[src/rtl/uc_bcast_scheduler.sv]
// uc_bcast_scheduler: 4-entry literal FIFO whose head is broadcast to every engine and retires once all have taken it.
// Optional build macro UCB_DEDUP_EN discards a push that repeats the most recently enqueued literal.
`ifndef NUM_ENGINE
`define NUM_ENGINE 4
`endif
`ifndef LIT_W
`define LIT_W 8
`endif

package ucb_pkg;
    typedef logic [`LIT_W-1:0] lit_t;
endpackage

module uc_bcast_scheduler (
    input  logic                   clk,
    input  logic                   rst,
    input  ucb_pkg::lit_t          uca2ucb_lit,
    input  logic                   uca2ucb_push,
    output logic                   ucb2uca_full,
    input  logic [`NUM_ENGINE-1:0] eng2ucb_full,
    output ucb_pkg::lit_t          ucb2eng_lit,
    output logic [`NUM_ENGINE-1:0] ucb2eng_push,
    input  logic                   flush,
    output logic                   ucb_idle,
    output logic [2:0]             ucb_count,
    output logic                   ucb_overflow
);
    import ucb_pkg::*;

    localparam int NE = `NUM_ENGINE;

    typedef enum logic [1:0] {S_IDLE, S_BCAST, S_FLUSH} state_t;

    state_t          r_state, w_state_next;
    lit_t            r_mem [4];
    logic [1:0]      r_rd_ptr, r_wr_ptr;
    logic [2:0]      r_count;
    logic [NE-1:0]   r_sent_mask;
    logic            r_overflow;
    logic            w_full, w_dup, w_enq, w_retire;
    logic [NE-1:0]   w_push;

    // FLUSH reports full so nothing can slip in while the queue is being emptied.
    assign w_full = (r_count == 3'd4) || (r_state == S_FLUSH);

`ifdef UCB_DEDUP_EN
    lit_t r_last_lit;
    logic r_last_valid;

    assign w_dup = r_last_valid && (uca2ucb_lit == r_last_lit);

    always_ff @(posedge clk) begin
        if (rst) begin
            r_last_lit   <= '0;
            r_last_valid <= 1'b0;
        end else if (flush) begin
            r_last_valid <= 1'b0;
        end else if (w_enq) begin
            r_last_lit   <= uca2ucb_lit;
            r_last_valid <= 1'b1;
        end
    end
`else
    assign w_dup = 1'b0;
`endif

    assign w_enq = uca2ucb_push && !w_full && !flush && !w_dup;

    // NOTE: every signal driven here gets a default first, so no path can leave it unassigned and infer a latch.
    always_comb begin
        w_push       = '0;
        w_retire     = 1'b0;
        w_state_next = r_state;
        if (r_state == S_BCAST && !flush && !rst)
            w_push = ~r_sent_mask & ~eng2ucb_full;
        w_retire = (r_state == S_BCAST) && !flush && !rst && ((r_sent_mask | w_push) == '1);
        if (flush) begin
            w_state_next = S_FLUSH;
        end else begin
            case (r_state)
                S_IDLE:  if (w_enq) w_state_next = S_BCAST;
                S_BCAST: if (w_retire && !w_enq && r_count == 3'd1) w_state_next = S_IDLE;
                default: w_state_next = S_IDLE;
            endcase
        end
    end

    // NOTE: state registers use non-blocking assignments so every flop samples pre-edge values regardless of block order.
    always_ff @(posedge clk) begin
        if (rst) begin
            r_state     <= S_IDLE;
            r_rd_ptr    <= '0;
            r_wr_ptr    <= '0;
            r_count     <= '0;
            r_sent_mask <= '0;
            r_overflow  <= 1'b0;
        end else begin
            r_state <= w_state_next;
            if (uca2ucb_push && w_full)
                r_overflow <= 1'b1;
            if (flush) begin
                r_rd_ptr    <= '0;
                r_wr_ptr    <= '0;
                r_count     <= '0;
                r_sent_mask <= '0;
            end else begin
                if (w_enq)
                    r_wr_ptr <= r_wr_ptr + 2'd1;
                if (w_retire) begin
                    r_rd_ptr    <= r_rd_ptr + 2'd1;
                    r_sent_mask <= '0;
                end else begin
                    r_sent_mask <= r_sent_mask | w_push;
                end
                case ({w_enq, w_retire})
                    2'b10:   r_count <= r_count + 3'd1;
                    2'b01:   r_count <= r_count - 3'd1;
                    default: r_count <= r_count;
                endcase
            end
        end
    end

    // NOTE: FIFO storage is not reset; count gates every read so stale entries are never visible.
    always_ff @(posedge clk) begin
        if (w_enq)
            r_mem[r_wr_ptr] <= uca2ucb_lit;
    end

    // Outputs are forced to idle values while rst is high so a mid-broadcast reset cannot leak a push.
    assign ucb2uca_full = !rst && w_full;
    assign ucb2eng_push = w_push;
    assign ucb2eng_lit  = (rst || r_count == 3'd0) ? '0 : r_mem[r_rd_ptr];
    assign ucb_idle     = rst || (r_state == S_IDLE && r_count == 3'd0);
    assign ucb_count    = rst ? 3'd0 : r_count;
    assign ucb_overflow = r_overflow;

endmodule

[config.mk]
export PLATFORM = sky130hd
export DESIGN_NAME = uc_bcast_scheduler
export DESIGN_NICKNAME = d
export VERILOG_FILES = /design/src/rtl/uc_bcast_scheduler.sv
export SDC_FILE = /design/constraint.sdc
export NUM_CORES = 1
export LEC_CHECK = 0
export CORE_MARGIN = 2
export CORE_UTILIZATION = 32
export DETAILED_ROUTE_END_ITERATION = 10
export PLACE_DENSITY_LB_ADDON = 0.1
export SLEW_MARGIN = 0
export SYNTH_ARGS = -nofsm -noshare
export SYNTH_HDL_FRONTEND = slang
export SYNTH_SLANG_ARGS = --single-unit
[constraint.sdc]
create_clock -name clk -period 3.4 [get_ports clk]
set_input_delay 0.68 -clock clk [delete_from_list [all_inputs] [get_ports clk]]
set_output_delay 0.68 -clock clk [all_outputs]
set_load 0.005 [all_outputs]
==> results by group <==
Finish
  – Area grow syn2layout: 24.85%
  – # diodes: 0
  – Final core occ: 0.4108
  – Nets: ~220
  – Fraction of layout cells with a size suffix above 1: 0.1204

Routing
  – Drt total wl: ~3.9 mm
  – Post-route DRC: 0
  – Vias per cell: about 4.8
  – Wire per inst: 14.71 um
  – 1st-pass router iterations: 4
  – Post-DRT Antenna Nets: 0
  – Vias post-DR: 1297
  – First DRT Iteration DRCs: 80

Placement
  – Post-DP HPWL: around 2.8 mm
  – Port buffer count: 33
  – Final Wtd Congestion: around 0.72

Synthesis
  – Yosys reg bits: 48
  – Mapped cell area: between 0.002 and 0.0025 sq mm
  – Post-synth ARST share: 0
  – Number of distinct library cells after synthesis: 33
  – Mapped Cells: about 150
  – Post-synth EDFFs: 32
  – Ys Warns: 0
  – Syn Area/Cell: approximately 14 sq um
  – Post-synth top flop: edfxtp_1
  – Sequential fraction of the synthesis area: 0.6132
  – Syn_nets: about 180

Clock tree
  – Post-CTS Setup Bufs: 0
  – Root buf cell: clkbuf_8
  – CTS sink count: 48
  – H-tree depth: 2
  – PostCTS Resize Cnt: 0
  – Cts hold-fix bufs: 0
  – Worst-Skew Late Latency: 0.29 ns
  – CTS tree: done
  – CTS Buf Count: 5
  – Clock-pin slew on the worst setup and hold paths: around 0.08 ns
  – Clock tree buffer depth: 2

Outcome
  – Status: completed

Critical path
  – CP startpoint kind: input pin
  – Arr. time, crit path: roughly 2.4 ns
  – Crit path kind: in -> out
  – CP Data Required Time: between 2 and 3 ns
  – Max FO, Critical Path: 10
  – Reg2Reg Setup Slack: between 0.9 and 1 ns
  – Type of element capturing the critical path: output pin

Floorplan
  – Die width: roughly 85 um
  – Initial Utilization: 0.3291
  – Row count: 29
  – Die Y: 84.81 um
  – Die area: 0.007192 sq mm
  – Core area: 0.006350 sq mm
  – Top Ports: 34

Global route
  – Met3 Use GR: 0.03441
  – All-Layer GR Usage: 0.1185
  – Busiest grt layer: met2
  – Largest net degree at the start of global routing: 16
  – Global-route wire length before repair: 6.437 mm
  – Initial antenna violation count: 0
  – GR Util met1: 0.1420
  – Met2 Track Usage GR: 0.2040
  – Gr ovfl total: 0
  – Vias in the first global route: ~1400

Timing
  – Worst-margin pin slew: 0.5963 ns
  – Final period utilization: 0.9173
  – Max Freq: about 320 MHz
  – Max-slew violations: 0
  – Slew headroom: 0.6019
  – # setup viols final: 0
  – Final critical-path required period: between 3 and 4 ns
  – TNS Setup: 0 ns
  – Final Skew: roughly 0.0061 ns
  – Hold Fails Final Rpt: 0
  – RSZ-0062 raised after global routing: false

Min path
  – Worst Hold Class: reg -> reg

Flow run
  – Max-cap violations: 0

Power
  – Power Density: approximately 430 mW/mm^2
  – Leakage power: around 0.86 nW
  – Worst VDD drop: ~190 uV
==> routing by layer <==
| metal | share of wire | vias up |
|---|---|---|
| met5 | 0 | - |
| met4 | 0.0076 | 0 |
| met3 | 0.035 | 2 |
| met2 | 0.51 | 26 |
| met1 | 0.44 | 639 |
| li1 | - | 630 |
==> cell families after synthesis <==
| group | Yosys count | share of synthesized area |
|---|---|---|
| and+or+nand+nor | 40 | 0.1096 |
| buffers and inverters | 19 | 0.04132 |
| DFF | 48 | 0.6132 |
| AOI/OAI and AO/OA | 24 | 0.07365 |
| muxes | 10 | 0.09581 |
| xor gates and xnor gates | 3 | 0.01258 |
| adders and majority gates | 9 | 0.05389 |
==> path summary, 6_finish.rpt <==
check                             startpoint         endpoint  depth (start not counted)
worst max-delay path                   flush  ucb2eng_push[0]                          4
worst min-delay path            ucb_overflow     ucb_overflow                          2
worst max register to register    r_count[0]       r_count[2]                          9
worst min register to register  ucb_overflow     ucb_overflow                          2
==> power by group <==
group	internal, W	total [W]	switching (W)
Clock	0.000218	0.000405	0.000187
Combinational	0.0000396	0.0000707	0.0000311
Sequential	0.000630	0.000634	0.00000429
Total	0.000887	0.00111	0.000223
==> cells in the final DEF (no fill, tap or decap), types with 2 or more instances in the layout <==
cell type / count
a211oi_1: 2
inv_1: 14
clkbuf_8: 5
mux2i_1: 2
nor3_1: 5
nor2b_1: 8
o21ai_0: 7
nor2_1: 10
mux4_2: 8
buf_4: 2
a21oi_1: 7
ha_1: 9
dfxtp_1: 16
and2_1: 9
clkdlybuf4s50_1: 33
xor2_1: 2
edfxtp_1: 32
==> synth_stat cells, types with 3 or more instances <==
| library cell | n | area share |
|---|---|---|
| nor2_1 | 10 | 0.018 |
| o21ai_0 | 7 | 0.017 |
| inv_1 | 14 | 0.025 |
| clkbuf_1 | 3 | 0.0054 |
| nor2b_1 | 8 | 0.024 |
| nor3_1 | 5 | 0.012 |
| dfxtp_1 | 16 | 0.15 |
| edfxtp_1 | 32 | 0.46 |
| mux4_2 | 8 | 0.086 |
| ha_1 | 9 | 0.054 |
| and2_1 | 9 | 0.027 |
| a21oi_1 | 7 | 0.017 |
==> critical path, stage by stage <==
cell	delay (ns)
clkdlybuf4s50_1	0.45
or4b_4	0.60
nor3_1	0.17
clkdlybuf4s50_1	0.53
==> stage by stage <==
step                       power, W  instance area (sq um)  std cells  hold WS [ns]  setup WS (ns)
after floorplan           0.0006784                   2090        153        0.4392         0.7672
after global placement    0.0007175                   2497        260        0.4381         0.3031
after detailed placement  0.0007196                   2497        260        0.4449         0.2595
after CTS                  0.001123                   2609        268        0.4604         0.2628
after global routing       0.001153                   2609        268        0.4868         0.1912
final                      0.001110                   2609        268        0.4571         0.2813
==> flip-flops by register name, summed over array words and instances, names as in the netlist, named ones only <==
name	count
r_mem	32
r_rd_ptr	2
ucb_overflow	1
r_state	2
r_count	3
r_sent_mask	4
r_wr_ptr	2
==> final cells by class <==
cell class              count  area, sq um
inverters                  14        52.55
fillers                   601         3741
repair buffers             35        345.3
well taps                  77        96.34
flip-flops and latches     48         1281
multi-input cells          86        721.9
clock buffers               5        68.82
clock inverters             3        42.54
Power figures use the tool's default switching activity.
